## src/rtl/x_serializer.sv

```systemverilog
// x_serializer
// Parallel-to-serial feeder for a serial-input Mealy FSM. A word is accepted
// through a valid/ready handshake and shifted out one bit per clock on x_out.
// The next word can be accepted on the last-bit edge, so consecutive words
// form a continuous bit stream with no gap cycle.
//
// Parameters:
//   WIDTH      bits per word (>= 1)
//   LSB_FIRST  0: MSB shifted first, 1: LSB shifted first
//   IDLE_BIT   level driven on x_out while no word is being shifted
//
// Ports:
//   clk         rising-edge clock
//   reset       synchronous active-low reset
//   data_in     parallel word, sampled only on an accepting edge
//   load_valid  a word is offered on data_in
//   load_ready  a word offered now is taken at the next edge
//   x_out       serial data bit (registered)
//   x_valid     x_out carries a data bit (registered)
//   x_last      x_out carries the final bit of the current word
module x_serializer #(
    parameter int WIDTH     = 8,
    parameter bit LSB_FIRST = 1'b0,
    parameter bit IDLE_BIT  = 1'b0
) (
    input  logic             clk,
    input  logic             reset,
    input  logic [WIDTH-1:0] data_in,
    input  logic             load_valid,
    output logic             load_ready,
    output logic             x_out,
    output logic             x_valid,
    output logic             x_last
);

    // The counter must be at least one bit wide even when WIDTH is 1.
    localparam int CW = (WIDTH > 1) ? $clog2(WIDTH) : 1;

    logic [WIDTH-1:0] sh_r;
    logic [WIDTH-1:0] sh_nxt_s;
    logic [CW-1:0]    cnt_r;
    logic [CW-1:0]    cnt_nxt_s;
    logic             x_out_r;
    logic             x_out_nxt_s;
    logic             x_valid_r;
    logic             x_valid_nxt_s;
    logic             cnt_zero_s;
    logic             ready_s;
    logic             accept_s;

    // Bit sitting at the output end of a word.
    function automatic logic head_bit(input logic [WIDTH-1:0] word);
        head_bit = LSB_FIRST ? word[0] : word[WIDTH-1];
    endfunction

    // Move a word one place toward the output end.
    function automatic logic [WIDTH-1:0] advance(input logic [WIDTH-1:0] word);
        advance = LSB_FIRST ? (word >> 1'b1) : (word << 1'b1);
    endfunction

    // Handshake and framing flags decoded from registered state only.
    always_comb begin
        cnt_zero_s = (cnt_r == {CW{1'b0}});
        ready_s    = !x_valid_r || cnt_zero_s;
        accept_s   = load_valid && ready_s;
    end

    // Next-state logic: load, shift, drain to idle, or hold while idle.
    always_comb begin
        sh_nxt_s      = sh_r;
        cnt_nxt_s     = cnt_r;
        x_out_nxt_s   = x_out_r;
        x_valid_nxt_s = x_valid_r;
        if (accept_s) begin
            // The first bit goes straight to x_out; the shift register keeps the rest.
            x_out_nxt_s   = head_bit(data_in);
            sh_nxt_s      = advance(data_in);
            cnt_nxt_s     = CW'(WIDTH - 1);
            x_valid_nxt_s = 1'b1;
        end else if (x_valid_r && !cnt_zero_s) begin
            x_out_nxt_s   = head_bit(sh_r);
            sh_nxt_s      = advance(sh_r);
            cnt_nxt_s     = cnt_r - CW'(1);
            x_valid_nxt_s = 1'b1;
        end else if (x_valid_r) begin
            // Last bit shown and no follow-on word: fall back to idle.
            x_out_nxt_s   = IDLE_BIT;
            x_valid_nxt_s = 1'b0;
        end else begin
            x_out_nxt_s   = IDLE_BIT;
            x_valid_nxt_s = 1'b0;
        end
    end

    // State registers with synchronous active-low reset.
    always_ff @(posedge clk) begin
        if (!reset) begin
            sh_r      <= {WIDTH{1'b0}};
            cnt_r     <= {CW{1'b0}};
            x_out_r   <= IDLE_BIT;
            x_valid_r <= 1'b0;
        end else begin
            sh_r      <= sh_nxt_s;
            cnt_r     <= cnt_nxt_s;
            x_out_r   <= x_out_nxt_s;
            x_valid_r <= x_valid_nxt_s;
        end
    end

    // Output mapping.
    always_comb begin
        x_out      = x_out_r;
        x_valid    = x_valid_r;
        load_ready = ready_s;
        x_last     = x_valid_r && cnt_zero_s;
    end

endmodule

```

## config.mk

```make
export PLATFORM = sky130hd
export DESIGN_NAME = x_serializer
export DESIGN_NICKNAME = d
export VERILOG_FILES = /design/src/rtl/x_serializer.sv
export SDC_FILE = /design/constraint.sdc
export NUM_CORES = 1
export LEC_CHECK = 0
export ABC_AREA = 1
export CORE_UTILIZATION = 31
export CTS_CLUSTER_DIAMETER = 120
export CTS_CLUSTER_SIZE = 10
export DETAILED_ROUTE_END_ITERATION = 8
export HOLD_SLACK_MARGIN = 0.03
export RECOVER_POWER = 25
export SLEW_MARGIN = 10
export SYNTH_ARGS = -nofsm -noshare
export SYNTH_HDL_FRONTEND = slang
export SYNTH_SLANG_ARGS = --single-unit
```

## constraint.sdc

```tcl
create_clock -name clk -period 2 [get_ports clk]
set_clock_uncertainty 0.2 [all_clocks]
set_input_delay 0.3 -clock clk [delete_from_list [all_inputs] [get_ports clk]]
set_output_delay 0.3 -clock clk [all_outputs]
set_load 0.005 [all_outputs]
```

==> load_flow_metrics.sql, run 1 <==
INSERT INTO impl_metrics (metric_group, metric, value, unit) VALUES
('floorplan', 'dieArea', '0.00207', 'sq mm'),
('floorplan', 'die_w', '45.5', 'microns'),
('clock_network', 'max-clock-path-buffers', '2', ''),
('place', 'dpl_worst_slack', '282', 'ps'),
('clock_network', 'cts_htree_levels', '1', ''),
('worst_setup_path', 'ff_to_ff_end', 'sh_r[1]$_SDFFE_PN0P_', ''),
('worst_setup_path', 'crit_path_end', 'sh_r[1]$_SDFFE_PN0P_', ''),
('worst_setup_path', 'ff2ff_setup_slack', '240', 'ps'),
('worst_setup_path', 'crit_start', 'cnt_r[1]$_SDFFE_PN0P_', ''),
('worst_setup_path', 'count_of_cells_along_the_worst_register_to_register_path', '9', ''),
('timing', 'setup_viol_count_final', '0', ''),
('place', 'placement.io_buffers', '14', ''),
('power_and_ir_drop', 'power.ir.vdd_worst', '0.000385', 'V'),
('worst_setup_path', 'worst_ep_arrival_time', '1780', 'ps'),
('min_path', 'worstHoldPathType', 'reg2reg', ''),
('clock_network', 'number_of_hold_repair_buffers_added_at_the_cts_stage', '0', ''),
('worst_setup_path', 'worstSetupStartpointType', 'flop', ''),
('floorplan', 'floorplan.initialDensity', '33.6', '%'),
('layout', 'syn_to_final_growth', '33.3', '%'),
('timing', 'timing.setup.tns', '0', 'ps'),
('synthesis', 'synth_nets', '96', ''),
('power_and_ir_drop', 'power_density', '747', 'mW/mm^2'),
('drt', 'detailroute.via_count', '563', ''),
('place', 'gp_congestion', '0.675', ''),
('floorplan', 'rows', '15', ''),
('global_route', 'grt_antenna_before_repair', '0', ''),
('synthesis', 'synth_cell_type_count', '16', ''),
('worst_setup_path', 'timing.critical_path.to_type', 'flop', ''),
('drt', 'drt_drc_violations_left', '0', ''),
('layout', 'final_core_density', '44.8', '%'),
('timing', 'period_needed', '1760', 'ps'),
('timing', 'worstMarginPinSlew', '362', 'ps'),
('worst_setup_path', 'reg2reg_from', 'cnt_r[1]$_SDFFE_PN0P_', ''),
('layout', 'antenna_cells', '0', ''),
('floorplan', 'pin_count', '15', ''),
('timing', 'slew_headroom', '75.9', '%'),
('drt', 'vias_per_cell', '4.54', ''),
('global_route', 'global_route.usage.total', '13.9', '%'),
('timing', 'fmax', '570', 'MHz'),
('layout', 'footprint_of_the_multi_input_gates', '269', 'sq um'),
('synthesis', 'yosys_warnings', '0', ''),
('timing', 'report.final.hold_viol_count', '0', ''),
('worst_setup_path', 'critical_path.max_fanout', '17', ''),
('outcome', 'run_status', 'finished clean', ''),
('worst_setup_path', 'cp_common_cell', 'sky130_fd_sc_hd__inv_1', ''),
('drt', 'drt-wirelength-per-cell', '9.71', 'microns'),
('floorplan', 'die-height', '45.5', 'microns'),
('global_route', 'grt_first_pass_wirelength', '1.97', 'mm'),
('power_and_ir_drop', 'power.static_leakage', '0.392', 'nW'),
('worst_setup_path', 'setup.worst_path.class', 'reg2reg', ''),
('worst_setup_path', 'cp_data_required_time', '2020', 'ps'),
('timing', 'postLayoutSetupSlackWorst', '244', 'ps'),
('drt', 'routed_wl', '1.20', 'mm'),
('worst_setup_path', 'crit_chain', 'inv_1 -> ha_2 -> nand2_2 -> nand2_4 -> buf_4 -> inv_1 -> nor2_2 -> nand2_1 -> a21oi_1', ''),
('synthesis', 'ys_seq_elements', '12', ''),
('synthesis', 'avgSynthCellArea', '7.07', 'sq um'),
('global_route', 'globalRoute.totalOverflow', '0', ''),
('timing', 'rsz0062_at_grt', 'no', ''),
('drt', 'number_of_violations_reported_at_the_end_of_detailed_routing_iteration_0', '15', ''),
('timing', 'maxSlewViolCount', '0', ''),
('clock_network', 'cts.reportedPaths.clkPinSlew', '90', 'ps'),
('drt', 'dr.pass1.iters', '5', ''),
('power_and_ir_drop', 'post-layout-total-power', '0.584', 'mW'),
('layout', 'drive_gt1_share', '12.1', '%'),
('place', 'place_hpwl', '863', 'microns'),
('worst_setup_path', 'timing.critical_path.slowest_stage_cell', 'sky130_fd_sc_hd__dfxtp_1', ''),
('worst_setup_path', 'max_stage_delay', '300', 'ps'),
('synthesis', 'synth-seq-area-share', '40.9', '%'),
('clock_network', 'clkLatencyLatePin', '280', 'ps'),
('synthesis', 'post_synth_instance_area', '587', 'sq um'),
('clock_network', 'clock_tree.root_cell', 'sky130_fd_sc_hd__clkbuf_4', '');
synthesized netlist by cell type:
master,n,area [sq um]
sky130_fd_sc_hd__nand2_2,1,6.26
sky130_fd_sc_hd__nand2_4,1,11.3
sky130_fd_sc_hd__ha_1,2,25.0
sky130_fd_sc_hd__nor2_2,1,6.26
sky130_fd_sc_hd__nand2_1,20,75.1
sky130_fd_sc_hd__buf_4,1,7.51
sky130_fd_sc_hd__inv_1,11,41.3
sky130_fd_sc_hd__buf_6,1,11.3
sky130_fd_sc_hd__dfxtp_1,12,240
sky130_fd_sc_hd__inv_4,1,6.26
sky130_fd_sc_hd__buf_2,2,10.0
sky130_fd_sc_hd__o21ai_0,1,5.00
sky130_fd_sc_hd__nand3_1,21,105
sky130_fd_sc_hd__nor2_1,2,7.51
sky130_fd_sc_hd__inv_2,1,3.75
sky130_fd_sc_hd__a21oi_1,5,25.0
layer usage:
layer,GRT usage (%),wire length (microns),part of all wire [%],vias to the layer above
li1,-,-,-,295
met1,18.6,570,47,249
met5,0,0,0,-
met2,18.6,556,46,17
met3,7.14,63,5.2,2
met4,5.45,14,1.2,0
cell type report:
cell class	count	share of cell area [%]
inverter	13	6.24
tap	25	4.00
sequential	12	30.7
multi-input combinational	54	34.4
clock buffer	4	4.64
timing repair buffer	16	20.0
cells by family (layout without fill, tap and decap cells):
family	count (synthesis)	after routing	synth area share [%]
simple gates	46	46	36.0
buf+inv	17	33	13.6
flops	12	12	40.9
compound gates	6	6	5.12
fa+ha+maj	2	2	4.26
registers in the layout (all words and copies together), names as in the netlist:
| signal | count |
|---|---|
| x_out | 1 |
| x_valid | 1 |
| cnt_r | 3 |
| sh_r | 7 |
what timing repair did:
action / CTS / global route
resized for setup: 2 / 2
gates cloned: 0 / 0
setup endpoints to repair: 1 / 1
buffers inserted: 0 / 0
through the flow:
| step | hold WS (ps) | instance area, sq um | cells |
|---|---|---|---|
| final | 279 | 782 | 124 |
| after global routing | 296 | 782 | 124 |
| after CTS | 277 | 779 | 124 |
| after detailed placement | 260 | 744 | 120 |
| after global placement | 253 | 744 | 120 |
| after floorplan | 239 | 587 | 83 |
worst min path at each step:
stage	to	cells past startpoint	startpoint	slack, ps
finish	sh_r[1]$_SDFFE_PN0P_	2	sh_r[1]$_SDFFE_PN0P_	280
global route	sh_r[1]$_SDFFE_PN0P_	2	sh_r[1]$_SDFFE_PN0P_	300
floorplan	sh_r[1]$_SDFFE_PN0P_	2	sh_r[1]$_SDFFE_PN0P_	240
CTS	sh_r[1]$_SDFFE_PN0P_	2	sh_r[1]$_SDFFE_PN0P_	280
global placement	sh_r[1]$_SDFFE_PN0P_	2	sh_r[1]$_SDFFE_PN0P_	250
detailed placement	sh_r[1]$_SDFFE_PN0P_	2	sh_r[1]$_SDFFE_PN0P_	260
layout by cell type, fill, tap and decap left out, types with 2 or more instances in the layout:
master | synthesis | layout
sky130_fd_sc_hd__nand3_1 | 21 | 21
sky130_fd_sc_hd__nand2_1 | 20 | 20
sky130_fd_sc_hd__dfxtp_1 | 12 | 12
sky130_fd_sc_hd__inv_1 | 11 | 11
sky130_fd_sc_hd__clkdlybuf4s50_1 | 0 | 11
sky130_fd_sc_hd__a21oi_1 | 5 | 5
sky130_fd_sc_hd__clkbuf_4 | 0 | 3
sky130_fd_sc_hd__inv_2 | 1 | 2
sky130_fd_sc_hd__nor2_1 | 2 | 2
sky130_fd_sc_hd__buf_4 | 1 | 2
worst max-delay path: cells and delay by family (launching register included):
kind	cells	cell delay (ps)
buffers and inverters	3	500
adder cells (fa/ha/maj)	1	180
AO/OA/AOI/OAI	1	110
flip-flops	1	300
AND/OR/NAND/NOR	4	410
report_power, final:
part / total (mW) / internal [mW] / leakage [nW] / switching (mW)
combinational: 0.119 / 0.0565 / 0.272 / 0.0629
sequential: 0.267 / 0.258 / 0.0993 / 0.00924
clock: 0.197 / 0.111 / 0.0210 / 0.0864
total: 0.584 / 0.425 / 0.392 / 0.159
Note: power is estimated with default switching activity, not from simulation.
==> run 2, diff against run 1 <==
clock period = 2.1 ns   (was 2 ns; I/O delays follow)
==> load_flow_metrics.sql, run 2 (synthesis results as in run 1) <==
INSERT INTO impl_metrics (metric_group, metric, value, unit) VALUES
('layout', 'antenna_cells', '0', ''),
('timing', 'fmax', '506', 'MHz'),
('clock_network', 'cts.reportedPaths.clkPinSlew', '70', 'ps'),
('layout', 'drive_gt1_share', '11.2', '%'),
('clock_network', 'tritoncts', 'built', ''),
('worst_setup_path', 'timing.critical_path.to_type', 'output port', ''),
('clock_network', 'clkLatencyLatePin', '270', 'ps'),
('clock_network', 'cts.repair_timing.setup_buffer_count', '0', ''),
('clock_network', 'max-clock-path-buffers', '2', ''),
('place', 'place_area', '744', 'sq um'),
('clock_network', 'cts.repair.resized', '0', ''),
('layout', 'largest_register', 'sh_r', ''),
('worst_setup_path', 'critical_path.max_fanout', '3', ''),
('power_and_ir_drop', 'power_density', '666', 'mW/mm^2'),
('place', 'dpl_worst_slack', '367', 'ps'),
('timing', 'worstMarginPinSlew', '337', 'ps'),
('worst_setup_path', 'ff2ff_setup_slack', '340', 'ps'),
('floorplan', 'floorplan.initialDensity', '33.6', '%'),
('worst_setup_path', 'ff_to_ff_end', 'sh_r[1]$_SDFFE_PN0P_', ''),
('layout', 'largest_registers', 'sh_r: 7 flops, cnt_r: 3 flops', ''),
('power_and_ir_drop', 'power.static_leakage', '0.393', 'nW'),
('worst_setup_path', 'worst_ep_arrival_time', '1460', 'ps'),
('timing', 'report.final.hold_viol_count', '0', ''),
('clock_network', 'clock_sinks', '12', ''),
('drt', 'dr.pass1.iters', '4', ''),
('global_route', 'grt_first_pass_wirelength', '2.01', 'mm'),
('drt', 'routed_wl', '1.21', 'mm'),
('min_path', 'worstHoldPathType', 'reg2reg', ''),
('timing', 'setup_viol_count_final', '0', ''),
('layout', 'fin_nets', '113', ''),
('clock_network', 'cts_inserted_buffers', '3', ''),
('floorplan', 'die-height', '45.5', 'microns'),
('layout', 'layout.cells.most_common', 'sky130_fd_sc_hd__nand3_1', ''),
('worst_setup_path', 'count_of_cells_along_the_worst_register_to_register_path', '9', ''),
('worst_setup_path', 'crit_start', 'cnt_r[1]$_SDFFE_PN0P_', ''),
('clock_network', 'number_of_hold_repair_buffers_added_at_the_cts_stage', '0', ''),
('worst_setup_path', 'reg2reg_from', 'cnt_r[1]$_SDFFE_PN0P_', ''),
('place', 'gp_congestion', '0.733', ''),
('clock_network', 'cts_htree_levels', '1', ''),
('global_route', 'first_global_vias', '451', ''),
('worst_setup_path', 'worstSetupStartpointType', 'flop', ''),
('clock_network', 'clock_tree.root_cell', 'sky130_fd_sc_hd__clkbuf_4', ''),
('floorplan', 'pin_count', '15', ''),
('min_path', 'min_delay_path_depth', '2', ''),
('global_route', 'global_route.usage.total', '14.1', '%'),
('power_and_ir_drop', 'post-layout-total-power', '0.511', 'mW'),
('floorplan', 'dieArea', '0.00207', 'sq mm'),
('timing', 'final.period_utilization', '94.1', '%'),
('place', 'placement.io_buffers', '14', ''),
('layout', 'final_cell_mix', '21 x sky130_fd_sc_hd__nand3_1, 20 x sky130_fd_sc_hd__nand2_1, 12 x sky130_fd_sc_hd__dfxtp_1, 12 x sky130_fd_sc_hd__clkdlybuf4s50_1, 10 x sky130_fd_sc_hd__inv_1', ''),
('layout', 'final_core_density', '43.9', '%'),
('drt', 'drt_antenna_net_count', '0', ''),
('worst_setup_path', 'crit_path_end', 'load_ready', ''),
('power_and_ir_drop', 'power.ir.vdd_worst', '0.000389', 'V'),
('outcome', 'run_status', 'finished clean', ''),
('timing', 'maxSlewViolCount', '0', ''),
('min_path', 'min-delay-start', 'sh_r[1]$_SDFFE_PN0P_', ''),
('worst_setup_path', 'setup.worst_path.class', 'reg2out', ''),
('drt', 'detailroute.via_count', '543', ''),
('drt', 'drt-wirelength-per-cell', '9.85', 'microns'),
('timing', 'period_needed', '1980', 'ps'),
('timing', 'timing.setup.tns', '0', 'ps'),
('floorplan', 'placeable_core_region', '0.00175', 'sq mm'),
('job', 'timing.max_cap.violations', '0', ''),
('timing', 'slew_headroom', '77.5', '%'),
('global_route', 'globalRoute.totalOverflow', '0', ''),
('floorplan', 'rows', '15', ''),
('timing', 'rsz0062_at_grt', 'no', ''),
('drt', 'vias_per_cell', '4.41', ''),
('timing', 'postLayoutSetupSlackWorst', '123', 'ps'),
('global_route', 'grt_start_max_net_pins', '18', ''),
('layout', 'largest_register_ff_count', '7', ''),
('drt', 'number_of_violations_reported_at_the_end_of_detailed_routing_iteration_0', '8', ''),
('drt', 'drt_drc_violations_left', '0', ''),
('worst_setup_path', 'cp_data_required_time', '1580', 'ps'),
('place', 'place_hpwl', '865', 'microns'),
('layout', 'syn_to_final_growth', '30.7', '%'),
('floorplan', 'die_w', '45.5', 'microns'),
('layout', 'finish.instance_area', '767', 'sq um'),
('global_route', 'grt_antenna_before_repair', '0', '');
==> run 2: cell count changes in the layout (fill, tap and decap cells not counted) <==
cell and delta:
sky130_fd_sc_hd__inv_4 +1, sky130_fd_sc_hd__clkbuf_2 +1, sky130_fd_sc_hd__ha_2 -1, sky130_fd_sc_hd__ha_1 +1, sky130_fd_sc_hd__dlygate4sd2_1 -1, sky130_fd_sc_hd__clkdlybuf4s50_1 +1
sky130_fd_sc_hd__buf_4 -1, sky130_fd_sc_hd__inv_1 -1, sky130_fd_sc_hd__clkbuf_8 -1
==> run 2: worst min-delay path by stage <==
| stage | slack, ps | end |
|---|---|---|
| detailed placement | 260 | sh_r[1]$_SDFFE_PN0P_ |
| global placement | 250 | sh_r[1]$_SDFFE_PN0P_ |
| finish | 280 | sh_r[1]$_SDFFE_PN0P_ |
| floorplan | 240 | sh_r[1]$_SDFFE_PN0P_ |
| global route | 310 | x_out$_SDFF_PN0_ |
| CTS | 280 | x_out$_SDFF_PN0_ |
==> run 2: metal layers <==
metal  global-route usage, %  wire length, microns  vias up
li1                        -                     -      294
met1                    16.6                   565      236
met2                    21.7                   589       13
met3                    7.14                    55        0
met4                    5.45                     0        0
met5                       0                     0        -
==> run 2: area by class of cell <==
| cell class | instances | area (sq um) |
|---|---|---|
| Multi-Input combinational cell | 54 | 267 |
| Timing Repair Buffer | 16 | 155 |
| Clock buffer | 3 | 22.5 |
| Inverter | 13 | 51.3 |
| Tap cell | 25 | 31.3 |
| Sequential cell | 12 | 240 |
| Fill cell | 189 | 978 |
==> run 2: metrics by stage <==
step | cells | hold slack [ps]
final | 123 | 277
after global routing | 123 | 306
after CTS | 123 | 281
after detailed placement | 120 | 264
after global placement | 120 | 253
after floorplan | 83 | 239
==> run 2: power by group <==
group          internal (mW)  switching (mW)  total [mW]
Sequential             0.246         0.00924       0.255
Clock                 0.0664          0.0745       0.141
Combinational         0.0539          0.0608       0.115
Total                  0.366           0.145       0.511
==> run 2: worst max-delay path, cell delays in order (launching register included) <==
cell and delay (ps):
sky130_fd_sc_hd__dfxtp_1 310, sky130_fd_sc_hd__inv_1 90, sky130_fd_sc_hd__ha_1 170, sky130_fd_sc_hd__nand2_2 70, sky130_fd_sc_hd__nand2_4 60, sky130_fd_sc_hd__clkdlybuf4s50_1 490
==> run 3, diff against run 2 <==
SLEW_MARGIN = not set   (was 10)
==> results of run 3 <==
Same layout as run 2: the final DEF is identical, and so are final timing and power.
